--- config.mk ---
export PLATFORM = sky130hd
export DESIGN_NAME = wb_seq_stage
export DESIGN_NICKNAME = d
export VERILOG_FILES = /design/src/rtl/wb_pkg.sv /design/src/rtl/wb_src_mux.sv /design/src/rtl/wb_seq_stage.sv
export SDC_FILE = /design/constraint.sdc
export NUM_CORES = 1
export LEC_CHECK = 0
export CAP_MARGIN = 0
export CORE_MARGIN = 1.5
export CORE_UTILIZATION = 40
export CTS_CLUSTER_SIZE = 10
export DETAILED_ROUTE_END_ITERATION = 6
export PLACE_DENSITY = 0.86
export SLEW_MARGIN = 10
export SYNTH_ARGS = -nofsm -noshare
export SYNTH_HDL_FRONTEND = slang
export SYNTH_SLANG_ARGS = --single-unit
--- constraint.sdc ---
create_clock -name clk -period 2.2 [get_ports clk]
set_clock_uncertainty 0.2 [all_clocks]
set_input_delay 0.44 -clock clk [delete_from_list [all_inputs] [get_ports clk]]
set_output_delay 0.44 -clock clk [all_outputs]
set_load 0.05 [all_outputs]
--- src/rtl/wb_pkg.sv ---
// Shared encodings for the registered write-back stage: source selects,
// FSM states and default datapath sizes.
package wb_pkg;

  localparam int WB_WIDTH = 32;
  localparam int WB_AW    = 5;

  typedef enum logic [1:0] {
    MD_F    = 2'b00,
    MD_DOUT = 2'b01,
    MD_STAT = 2'b10,
    MD_MUL  = 2'b11
  } md_e;

  typedef enum logic [1:0] {
    WB_IDLE = 2'b00,
    WB_WR   = 2'b01,
    WB_HI   = 2'b10
  } wb_state_e;

endpackage

--- src/rtl/wb_src_mux.sv ---
// Four-way write-data source select; the SLT flag is zero-padded into bit 0.
module wb_src_mux
  import wb_pkg::*;
#(
  parameter int WIDTH = WB_WIDTH
) (
  input  logic [1:0]       md,
  input  logic [WIDTH-1:0] f,
  input  logic [WIDTH-1:0] data_out,
  input  logic             vxorn,
  input  logic [WIDTH-1:0] mul_lo,
  output logic [WIDTH-1:0] sel_data
);

  // Select the low-half write data for the incoming bundle.
  always_comb begin
    sel_data = {WIDTH{1'b0}};
    case (md)
      MD_F:    sel_data = f;
      MD_DOUT: sel_data = data_out;
      MD_STAT: sel_data = {{(WIDTH-1){1'b0}}, vxorn};
      MD_MUL:  sel_data = mul_lo;
      default: sel_data = {WIDTH{1'b0}};
    endcase
  end

endmodule

--- src/rtl/wb_seq_stage.sv ---
// Registered write-back stage: one write per accepted bundle, plus an optional
// second cycle that writes the high half of a product to DA+1.
module wb_seq_stage
  import wb_pkg::*;
#(
  parameter int WIDTH    = WB_WIDTH,
  parameter int AW       = WB_AW,
  parameter bit PAIR_MUL = 1'b1,
  parameter bit ZERO_REG = 1'b1
) (
  input  logic               clk,
  input  logic               reset,
  input  logic               in_valid,
  output logic               in_ready,
  input  logic               rw,
  input  logic [1:0]         md,
  input  logic [AW-1:0]      da,
  input  logic [WIDTH-1:0]   f,
  input  logic [WIDTH-1:0]   data_out,
  input  logic               vxorn,
  input  logic [2*WIDTH-1:0] f_mul,
  output logic               rf_we,
  output logic [AW-1:0]      rf_wa,
  output logic [WIDTH-1:0]   rf_wd,
  output logic               busy_hi
);

  localparam logic [AW-1:0] ADDR_ZERO = {AW{1'b0}};
  localparam logic [AW-1:0] ADDR_ONE  = {{(AW-1){1'b0}}, 1'b1};

  wb_state_e          state_r;
  wb_state_e          state_nxt_s;
  logic               accept_s;
  logic               pair_s;
  logic               pair_r;
  logic [AW-1:0]      da_r;
  logic [AW-1:0]      da_hi_s;
  logic [WIDTH-1:0]   hi_r;
  logic [WIDTH-1:0]   sel_data_s;
  logic               rf_we_r;
  logic [AW-1:0]      rf_wa_r;
  logic [WIDTH-1:0]   rf_wd_r;
  logic               busy_hi_r;
  logic               in_ready_r;
  logic               rf_we_nxt_s;
  logic [AW-1:0]      rf_wa_nxt_s;
  logic [WIDTH-1:0]   rf_wd_nxt_s;
  logic               busy_hi_nxt_s;
  logic               in_ready_nxt_s;

  function automatic logic we_allowed(input logic [AW-1:0] addr);
    return !(ZERO_REG && (addr == ADDR_ZERO));
  endfunction

  assign accept_s = in_valid && in_ready_r;
  assign pair_s   = PAIR_MUL && rw && (md == MD_MUL);
  assign da_hi_s  = da_r + ADDR_ONE;

  wb_src_mux #(.WIDTH(WIDTH)) u_src_mux (
    .md       (md),
    .f        (f),
    .data_out (data_out),
    .vxorn    (vxorn),
    .mul_lo   (f_mul[WIDTH-1:0]),
    .sel_data (sel_data_s)
  );

  // State register.
  always_ff @(posedge clk) begin
    if (reset) begin
      state_r <= WB_IDLE;
    end else begin
      state_r <= state_nxt_s;
    end
  end

  // Next-state logic; a pending high half always wins over a new bundle.
  always_comb begin
    state_nxt_s = WB_IDLE;
    case (state_r)
      WB_IDLE: state_nxt_s = accept_s ? WB_WR : WB_IDLE;
      WB_WR: begin
        if (pair_r) begin
          state_nxt_s = WB_HI;
        end else begin
          state_nxt_s = accept_s ? WB_WR : WB_IDLE;
        end
      end
      WB_HI:   state_nxt_s = accept_s ? WB_WR : WB_IDLE;
      default: state_nxt_s = WB_IDLE;
    endcase
  end

  // Output values for the coming cycle; WR is only ever entered on an accept,
  // so its write comes straight from the incoming bundle.
  always_comb begin
    rf_we_nxt_s    = 1'b0;
    rf_wa_nxt_s    = ADDR_ZERO;
    rf_wd_nxt_s    = {WIDTH{1'b0}};
    busy_hi_nxt_s  = 1'b0;
    in_ready_nxt_s = 1'b1;
    case (state_nxt_s)
      WB_IDLE: begin
        rf_we_nxt_s    = 1'b0;
        in_ready_nxt_s = 1'b1;
      end
      WB_WR: begin
        rf_we_nxt_s    = rw && we_allowed(da);
        rf_wa_nxt_s    = da;
        rf_wd_nxt_s    = sel_data_s;
        busy_hi_nxt_s  = pair_s;
        in_ready_nxt_s = !pair_s;
      end
      WB_HI: begin
        rf_we_nxt_s    = we_allowed(da_hi_s);
        rf_wa_nxt_s    = da_hi_s;
        rf_wd_nxt_s    = hi_r;
        busy_hi_nxt_s  = 1'b1;
        in_ready_nxt_s = 1'b1;
      end
      default: begin
        rf_we_nxt_s    = 1'b0;
        in_ready_nxt_s = 1'b1;
      end
    endcase
  end

  // Bundle fields still needed after the low-half write.
  always_ff @(posedge clk) begin
    if (reset) begin
      pair_r <= 1'b0;
      da_r   <= ADDR_ZERO;
      hi_r   <= {WIDTH{1'b0}};
    end else if (accept_s) begin
      pair_r <= pair_s;
      da_r   <= da;
      hi_r   <= f_mul[2*WIDTH-1:WIDTH];
    end else begin
      pair_r <= pair_r;
      da_r   <= da_r;
      hi_r   <= hi_r;
    end
  end

  // Output registers.
  always_ff @(posedge clk) begin
    if (reset) begin
      rf_we_r    <= 1'b0;
      rf_wa_r    <= ADDR_ZERO;
      rf_wd_r    <= {WIDTH{1'b0}};
      busy_hi_r  <= 1'b0;
      in_ready_r <= 1'b1;
    end else begin
      rf_we_r    <= rf_we_nxt_s;
      rf_wa_r    <= rf_wa_nxt_s;
      rf_wd_r    <= rf_wd_nxt_s;
      busy_hi_r  <= busy_hi_nxt_s;
      in_ready_r <= in_ready_nxt_s;
    end
  end

  assign rf_we    = rf_we_r;
  assign rf_wa    = rf_wa_r;
  assign rf_wd    = rf_wd_r;
  assign busy_hi  = busy_hi_r;
  assign in_ready = in_ready_r;

endmodule

==> metrics.md, run 1 <==
| Metric | Value |
|---|---|
| Final worst slack | `0.0646 ns` |
| DRC violations left | `0` |
| Leak | `2.18 nW` |
| Initial Utilization | `0.413` |
| Cell taking the most area after synthesis | `dfxtp_1` |
| DP Wirelength | `8060 µm` |
| Non-filler instance count after layout | `715` |
| Crit path time final | `2.14 ns` |
| Initial antenna violation count | `0` |
| Worst endpoint required time | `1.56 ns` |
| Layout cell share with drive strength beyond 1 | `0.0610` |
| Switching fraction of total power | `0.267` |
| Crit-path cells | `clkdlybuf4s50_1` |
| Final Slew Violations | `0` |
| Gate power share | `0.216` |
| Global-route wire length before repair | `17300 µm` |
| Synth top area cells | `dfxtp_1 (45%), nand2_1 (8.8%), mux2i_1 (8.7%)` |
| Cell area after placement | `5450 µm²` |
| H-tree depth | `3` |
| Initial detailed-routing violation count | `136` |
| Xor/xnor share of the synthesized area | `0.00734` |
| Root Buffer | `clkbuf_8` |
| Final antenna diode count | `0` |
| Sequential share of the synthesized area | `0.447` |
| CTS Buffer Depth | `2` |
| Pre-CTS setup slack | `-0.129 ns` |
| Drt pass-1 iters | `6` |
| Synthesis-to-layout area growth | `57.1%` |
| Worst-Margin Slew | `0.558 ns` |
| Int Pwr | `2.31 mW` |
| Compound-cell area share of the yosys netlist | `0.179` |
| Cells after Synth | `434` |
| Tightest Hold Check Type | `reg2reg` |
| Gpl congestion | `0.809` |
| CP endpoint kind | `output pin` |
| Peak supply drop | `0.000263 V` |
| Post-CTS setup buffer count | `0` |
| Design Area, Final | `5630 µm²` |
| Nets | `747` |
| Yosys top cell area share | `0.447` |
| Reg power frac | `0.486` |
| Maxcap violations | `0` |
| Clock transition at path regs | `0.08 ns` |
| Die Area | `9530 µm²` |
| Clk_lat worst skew | `0.34 ns` |
| Post-Synth Adder-Cell Area | `0.0140` |
| Syn Area/Cell | `8.25 µm²` |
| Fill count | `706` |
| Antenna Violating Nets Remaining | `0` |
| Post-Route WL | `10600 µm` |
| Final core area utilization | `0.648` |
| Multiplexer area fraction after synthesis | `0.0940` |
| Mapped Area | `3580 µm²` |
| PortBufs | `179` |
| Worst slew margin | `0.627` |
| Io pins | `180` |
| Crit-path max FO | `1` |
| Run status | `finished clean` |
| Number of vias per cell | `5.15` |
| Hold WS | `0.256 ns` |
| Multi-input combinational cell area | `1730 µm²` |
| Post-CTS Resized | `0` |
| CTS Buf Count | `9` |
| Slowest stage cell, crit path | `clkdlybuf4s50_1` |
| Gr ovfl total | `0` |
| CP max stage delay | `0.81 ns` |
| WP buf/inv | `1` |
| Commonest non-fill, non-tap cell in the layout | `clkdlybuf4s50_1` |
| Crit path max-delay family | `buffers and inverters` |
| DR vias | `3680` |
| Simple-gate portion of the synthesized area | `0.188` |
| Critical path class | `reg2out` |
| Synth Net Count | `578` |
| Placed instance count | `700` |
| Die height | `97.6 µm` |
| Largest net degree at the start of global routing | `66` |
| Vias in the first global route | `3721` |
| WP data arrival | `1.50 ns` |
| Yosys reg bits | `80` |
| Net load switching power | `844 µW` |
| FF/Latch Area | `1600 µm²` |
| Core Region | `8680 µm²` |
| Setup TNS | `0 ns` |
| Critical Path Start Type | `register` |
| Clock Power Share | `0.298` |
| Wire per inst | `14.9 µm` |
| Commonest non-fill, non-tap cells in the layout | `clkdlybuf4s50_1 (176), nand2_1 (84), dfxtp_1 (79), a21oi_1 (41), nor2_1 (39)` |
| Clk sinks | `80` |
| Final hold viol count | `0` |
| YS warnings | `0` |
| RSZ-0062 raised after global routing | `no` |
| Overall Global Routing Usage | `0.223` |
| Fin crit share | `0.971` |
| Total power draw | `3.16 mW` |
| Largest family of logic cells by synthesized area | `simple AND/OR/NAND/NOR gates` |
| Unique cell type count in the Yosys netlist | `29` |
| CTS tree | `done` |
| Peak Freq | `468 MHz` |
| Endpoints failing setup | `0` |
| Die W | `97.6 µm` |
| Core Rows | `34` |
| Pwr dens | `561 nW/µm²` |
| Cts hold-fix bufs | `0` |
[state kept, by name, indices dropped and copies added (netlist names)]
| register | flops |
|---|---|
| rf_we | 1 |
| hi_r | 32 |
| da_r | 5 |
| pair_r | 1 |
| rf_wa | 5 |
| state_r | 2 |
| in_ready | 1 |
| busy_hi | 1 |
| rf_wd | 32 |
[synth_stat cells, drive strengths merged]
cell and instances:
or2 1, nand4 1, nand2 84, mux4 1, xor2 1, dfxtp 80, mux2i 31, inv 3
and2 1, xnor2 2, nand2b 1, nand3b 1, or3 1, ha 4, a41oi 1, or4 1
nand3 33, clkbuf 11, o21ai 33, buf 28, o21bai 1, nor2 39, a21oi 41, a22oi 34
[routing by layer]
layer	part of all wire	vias to the layer above	global-route usage
met1	0.41	1692	0.261
met2	0.52	147	0.406
met5	0	-	0
li1	-	1829	-
met3	0.064	12	0.0453
met4	0.012	0	0.0681
[kinds of logic after synthesis]
kind of cell / after synthesis
fa+ha+maj: 4
buf+inv: 42
xor+xnor: 3
flops: 80
mux: 32
compound gates: 110
simple gates: 163
[layout make-up]
type / count / share of cell area
Clock buffer: 10 / 0.0245
Tap cell: 108 / 0.0240
Clock inverter: 5 / 0.00601
Multi-Input combinational cell: 312 / 0.307
Timing Repair Buffer: 197 / 0.351
Inverter: 3 / 0.00200
Sequential cell: 80 / 0.285
[final timing paths]
path	start	end	slack [ns]	depth (start not counted)
max	busy_hi$_SDFF_PP0_	busy_hi	0.06	1
min	hi_r[8]$_SDFFE_PP0P_	hi_r[8]$_SDFFE_PP0P_	0.26	2
max reg2reg	pair_r$_SDFFE_PP0P_	rf_wd[15]$_SDFF_PP0_	0.42	6
min reg2reg	hi_r[8]$_SDFFE_PP0P_	hi_r[8]$_SDFFE_PP0P_	0.26	2
[power groups by stage]
stage | Combinational, mW | Clock, mW | Sequential, mW
after floorplan | 0.264 | 0 | 1.63
after global placement | 0.666 | 0 | 1.57
after detailed placement | 0.682 | 0 | 1.57
after CTS | 0.685 | 0.956 | 1.54
after global routing | 0.737 | 1.03 | 1.54
final | 0.681 | 0.940 | 1.53
Note: power is estimated with default switching activity, not from simulation.
==> run 2: changes to the inputs <==
CELL_PAD_IN_SITES_DETAIL_PLACEMENT = 1   (was default)
CELL_PAD_IN_SITES_GLOBAL_PLACEMENT = 1   (was default)
CORE_UTILIZATION = 28   (was 40)
==> run 2 against run 1 <==
Net effect:
- die area rose by 41%
- sequential cell count did not move
- clock power rose by 54%
- power rose by 17%
- worst setup slack improved by 0.026 ns
- sequential power barely moved
- combinational power rose by 1%
- final cell count rose by 9.1%
- first-iteration DRC count rose by 3.7%
- critical path type unchanged
- largest cell class unchanged
- largest power group unchanged
==> metrics.md, run 2 (synthesized netlist as in run 1, its figures left out) <==
| Metric | Value |
|---|---|
| Gr ovfl total | `0` |
| Root Buffer | `clkbuf_16` |
| Worst endpoint required time | `1.56 ns` |
| CP max stage delay | `0.83 ns` |
| Slowest stage cell, crit path | `clkdlybuf4s50_1` |
| Gpl congestion | `0.744` |
| WP buf/inv | `1` |
| CTS tree | `done` |
| Peak supply drop | `0.000282 V` |
| Io pins | `180` |
| CTS Buffer Depth | `2` |
| DR vias | `3739` |
| Reg power frac | `0.418` |
| Worst-Margin Slew | `0.544 ns` |
| Commonest non-fill, non-tap cells in the layout | `clkdlybuf4s50_1 (173), nand2_1 (84), dfxtp_1 (79), a21oi_1 (41), nor2_1 (39)` |
| Initial antenna violation count | `0` |
| Largest net degree at the start of global routing | `66` |
| Net load switching power | `924 µW` |
| Critical path class | `reg2out` |
| Core Rows | `41` |
| WP data arrival | `1.47 ns` |
| Nets | `748` |
| Core Region | `12600 µm²` |
| Int Pwr | `2.75 mW` |
| DP Wirelength | `9710 µm` |
| Critical Path Start Type | `register` |
| Hold WS | `0.259 ns` |
| Crit-path cells | `clkdlybuf4s50_1` |
| PortBufs | `179` |
| Worst slew margin | `0.636` |
| Overall Global Routing Usage | `0.184` |
| Final worst slack | `0.0906 ns` |
| Clk sinks | `80` |
| Pre-CTS setup slack | `-0.227 ns` |
| Number of vias per cell | `4.79` |
| DRC violations left | `0` |
| Pwr dens | `631 nW/µm²` |
| Gate power share | `0.188` |
| Initial detailed-routing violation count | `141` |
| RSZ-0062 raised after global routing | `no` |
| CTS Buf Count | `9` |
| Clock transition at path regs | `0.06 ns` |
| Initial Utilization | `0.285` |
| Global-route wire length before repair | `19300 µm` |
| H-tree depth | `3` |
| Post-Route WL | `12700 µm` |
| Run status | `finished clean` |
| Worst Hold Depth | `2` |
| Die height | `116 µm` |
| Antenna Violating Nets Remaining | `0` |
| Switching fraction of total power | `0.251` |
| Crit path max-delay family | `buffers and inverters` |
| Leak | `2.23 nW` |
| Die W | `116 µm` |
| Commonest non-fill, non-tap cell in the layout | `clkdlybuf4s50_1` |
| Crit path time final | `2.11 ns` |
| Fin crit share | `0.959` |
| Drt pass-1 iters | `4` |
| Cts hold-fix bufs | `0` |
| Synthesis-to-layout area growth | `62.7%` |
| Crit-path max FO | `1` |
| Final antenna diode count | `0` |
| CP endpoint kind | `output pin` |
| Layout cell share with drive strength beyond 1 | `0.0691` |
| Vias in the first global route | `3977` |
| Maxcap violations | `0` |
| Endpoints failing setup | `0` |
| Clk_lat worst skew | `0.32 ns` |
| Peak Freq | `474 MHz` |
| Crit path depth | `1` |
| Die Area | `13500 µm²` |
| Clock Power Share | `0.394` |
| Final hold viol count | `0` |
| Final Slew Violations | `0` |
| Register-to-Register Path Depth | `6` |
| Wire per inst | `16.3 µm` |
| Tightest Hold Check Type | `reg2reg` |
-- run 2: cell count changes in the layout (fill, tap and decap cells not counted), moves of 2 or more --
cell | previous run | this run
clkbuf_8 | 10 | 0
clkdlybuf4s50_1 | 176 | 173
clkbuf_16 | 0 | 9
buf_4 | 14 | 16
-- run 2: cell type report --
type	instances	area (µm²)
repair buffers	198	1980
well taps	172	215
multi-input cells	312	1730
flip-flops and latches	80	1600
clock buffers	10	229
inverters	3	11.3
fillers	1456	6740
clock inverters	5	58.8
-- run 2: worst paths after layout --
kind	from	slack, ns	to
max	busy_hi$_SDFF_PP0_	0.09	busy_hi
min	hi_r[31]$_SDFFE_PP0P_	0.26	hi_r[31]$_SDFFE_PP0P_
max reg2reg	pair_r$_SDFFE_PP0P_	0.34	rf_we$_SDFF_PP0_
min reg2reg	hi_r[31]$_SDFFE_PP0P_	0.26	hi_r[31]$_SDFFE_PP0P_
-- run 2: through the flow --
stage	power, mW	setup TNS, ns	instance area (µm²)	util	std cells
finish	3.68	0	5830	0.464	780
global route	3.85	0	5830	0.464	780
CTS	3.73	0	5820	0.463	780
detailed placement	2.27	-5.77	5540	0.440	765
global placement	2.24	-3.44	5540	0.440	765
floorplan	1.89	0	3580	-	434
-- run 2: worst min-delay path, cell delays in order (launching register included) --
cell     delay, ns
dfxtp_1       0.31
nand2_1       0.05
a21oi_1       0.05
-- run 2: routing by layer --
layer | up-vias | global-route usage | wire length (µm)
li1 | 1835 | - | -
met1 | 1760 | 0.200 | 5200
met2 | 134 | 0.360 | 6570
met3 | 10 | 0.0431 | 839
met4 | 0 | 0.0398 | 73
met5 | - | 0 | 0
-- run 2: power by group through the flow --
stage	Combinational, mW	Sequential (mW)	Clock [mW]
global route	0.749	1.54	1.55
finish	0.691	1.54	1.45
global placement	0.672	1.57	0
CTS	0.700	1.54	1.49
floorplan	0.264	1.63	0
detailed placement	0.698	1.57	0
-- run 2: repair_timing --
action | 4_1_cts | 5_1_grt
setup buffers | 0 | 0
resized for setup | 0 | 1
endpoints found under the setup margin | 0 | 1
==> run 3: changes to the inputs <==
CORE_ASPECT_RATIO = 1.25   (was default)
==> run 3 against run 2 <==
Net effect:
- power grew 4.6%
- sequential power is essentially flat
- highest routed layer unchanged
- combinational power shrank 0.6%
- die area is essentially flat
- sequential cell count is the same
- global-route usage grew 0.80 points
- via count grew 1.9%
- worst setup slack lost 0.019 ns
- worst hold slack lost 0.00092 ns
- largest cell class unchanged
- largest power group is now clock
- first-iteration DRC count shrank 45%
==> metrics.md, run 3 (synthesized netlist as in run 1, its figures left out) <==
| Metric | Value |
|---|---|
| Vias in the first global route | `4102` |
| Endpoints failing setup | `0` |
| Core Region | `12600 µm²` |
| Number of vias per cell | `4.91` |
| Clk sinks | `80` |
| Die height | `129 µm` |
| Post-Route WL | `12900 µm` |
| Io pins | `180` |
| Clk_lat worst skew | `0.33 ns` |
| Total power draw | `3.85 mW` |
| CTS Buf Count | `9` |
| Post-CTS setup buffer count | `0` |
| Switching fraction of total power | `0.245` |
| Cell area after placement | `5510 µm²` |
| PortBufs | `179` |
| Net load switching power | `943 µW` |
| Int Pwr | `2.91 mW` |
| Largest net degree at the start of global routing | `39` |
| Synthesis-to-layout area growth | `63.0%` |
| Clock Power Share | `0.422` |
| Antenna Violating Nets Remaining | `0` |
| DR vias | `3809` |
| Design Area, Final | `5840 µm²` |
| Reg power frac | `0.400` |
| Final antenna diode count | `0` |
| Core Rows | `46` |
| DRC violations left | `0` |
| Pwr dens | `659 nW/µm²` |
| Commonest non-fill, non-tap cell in the layout | `clkdlybuf4s50_1` |
| Initial antenna violation count | `0` |
| Critical path startpoint | `rf_wd[30]$_SDFF_PP0_` |
| Final Slew Violations | `0` |
| Gate power share | `0.179` |
| Cts hold-fix bufs | `0` |
| Critical Path Start Type | `register` |
| WP buf/inv | `1` |
| Run status | `finished clean` |
| CTS Buffer Depth | `2` |
| Clock transition at path regs | `0.06 ns` |
| Setup TNS | `0 ns` |
| Die W | `104 µm` |
| Reg-to-reg startpoint | `pair_r$_SDFFE_PP0P_` |
| Final hold viol count | `0` |
| DP Wirelength | `9800 µm` |
| Peak supply drop | `0.000455 V` |
| Drt pass-1 iters | `4` |
| Leak | `2.25 nW` |
| CP endpoint kind | `output pin` |
| Worst endpoint required time | `1.56 ns` |
| Final core area utilization | `0.463` |
| Maxcap violations | `0` |
| Global-route wire length before repair | `20400 µm` |
| Tightest Hold Check Type | `reg2reg` |
| Root Buffer | `clkbuf_16` |
| Nets | `747` |
| Initial detailed-routing violation count | `78` |
| Overall Global Routing Usage | `0.192` |
| Min-delay src | `hi_r[13]$_SDFFE_PP0P_` |
| Worst-Margin Slew | `0.557 ns` |
| Pre-CTS setup slack | `-0.239 ns` |
| Die Area | `13500 µm²` |
| Final worst slack | `0.0715 ns` |
| Crit path time final | `2.13 ns` |
| Hold WS | `0.258 ns` |
| Slowest stage cell, crit path | `clkdlybuf4s50_1` |
| Worst slew margin | `0.627` |
| Layout cell share with drive strength beyond 1 | `0.0789` |
| Critical path class | `reg2out` |
| RSZ-0062 raised after global routing | `no` |
| CTS tree | `done` |
| CP max stage delay | `0.82 ns` |
| Crit-path max FO | `1` |
| WP data arrival | `1.49 ns` |
| Peak Freq | `470 MHz` |
| H-tree depth | `3` |
| Placed instance count | `760` |
| Commonest non-fill, non-tap cells in the layout | `clkdlybuf4s50_1 (170), nand2_1 (84), dfxtp_1 (79), a21oi_1 (41), nor2_1 (39)` |
| Crit-path cells | `clkdlybuf4s50_1` |
| Wire per inst | `16.7 µm` |
| Gr ovfl total | `0` |
| Crit path max-delay family | `buffers and inverters` |
| Fin crit share | `0.968` |
| Gpl congestion | `0.745` |
| Non-filler instance count after layout | `776` |
| Initial Utilization | `0.284` |
| Post-CTS Resized | `0` |
==> run 3: per-layer routing <==
metal	GRT usage	routed length (µm)	share of wire	vias up
met5	0	0	0	-
met4	0.0605	291	0.023	0
met3	0.0473	671	0.052	20
met2	0.376	6930	0.54	129
met1	0.202	5040	0.39	1829
li1	-	-	-	1831
==> run 3: area by class of cell <==
type                    instances  area, µm²
well taps                     168        210
flip-flops and latches         80       1600
clock inverters                 6       92.6
fillers                      1455       6770
multi-input cells             312       1730
clock buffers                  10        239
repair buffers                197       1950
inverters                       3       11.3
==> run 3: power groups by stage <==
stage          clock [mW]  combinational, mW  sequential, mW
6_report             1.62              0.687            1.54
5_1_grt              1.72              0.743            1.54
4_1_cts              1.66              0.695            1.54
3_5_place_dp            0              0.692            1.57
3_3_place_gp            0              0.668            1.57
2_1_floorplan           0              0.264            1.63
==> run 3: path summary, 6_finish.rpt <==
| check | to | slack [ns] | cells after the start |
|---|---|---|---|
| setup / recovery | rf_wd[30] | 0.07 | 1 |
| hold / removal | hi_r[13]$_SDFFE_PP0P_ | 0.26 | 2 |
| hold reg to reg | hi_r[13]$_SDFFE_PP0P_ | 0.26 | 2 |
| setup reg to reg | rf_wd[12]$_SDFF_PP0_ | 0.32 | 6 |
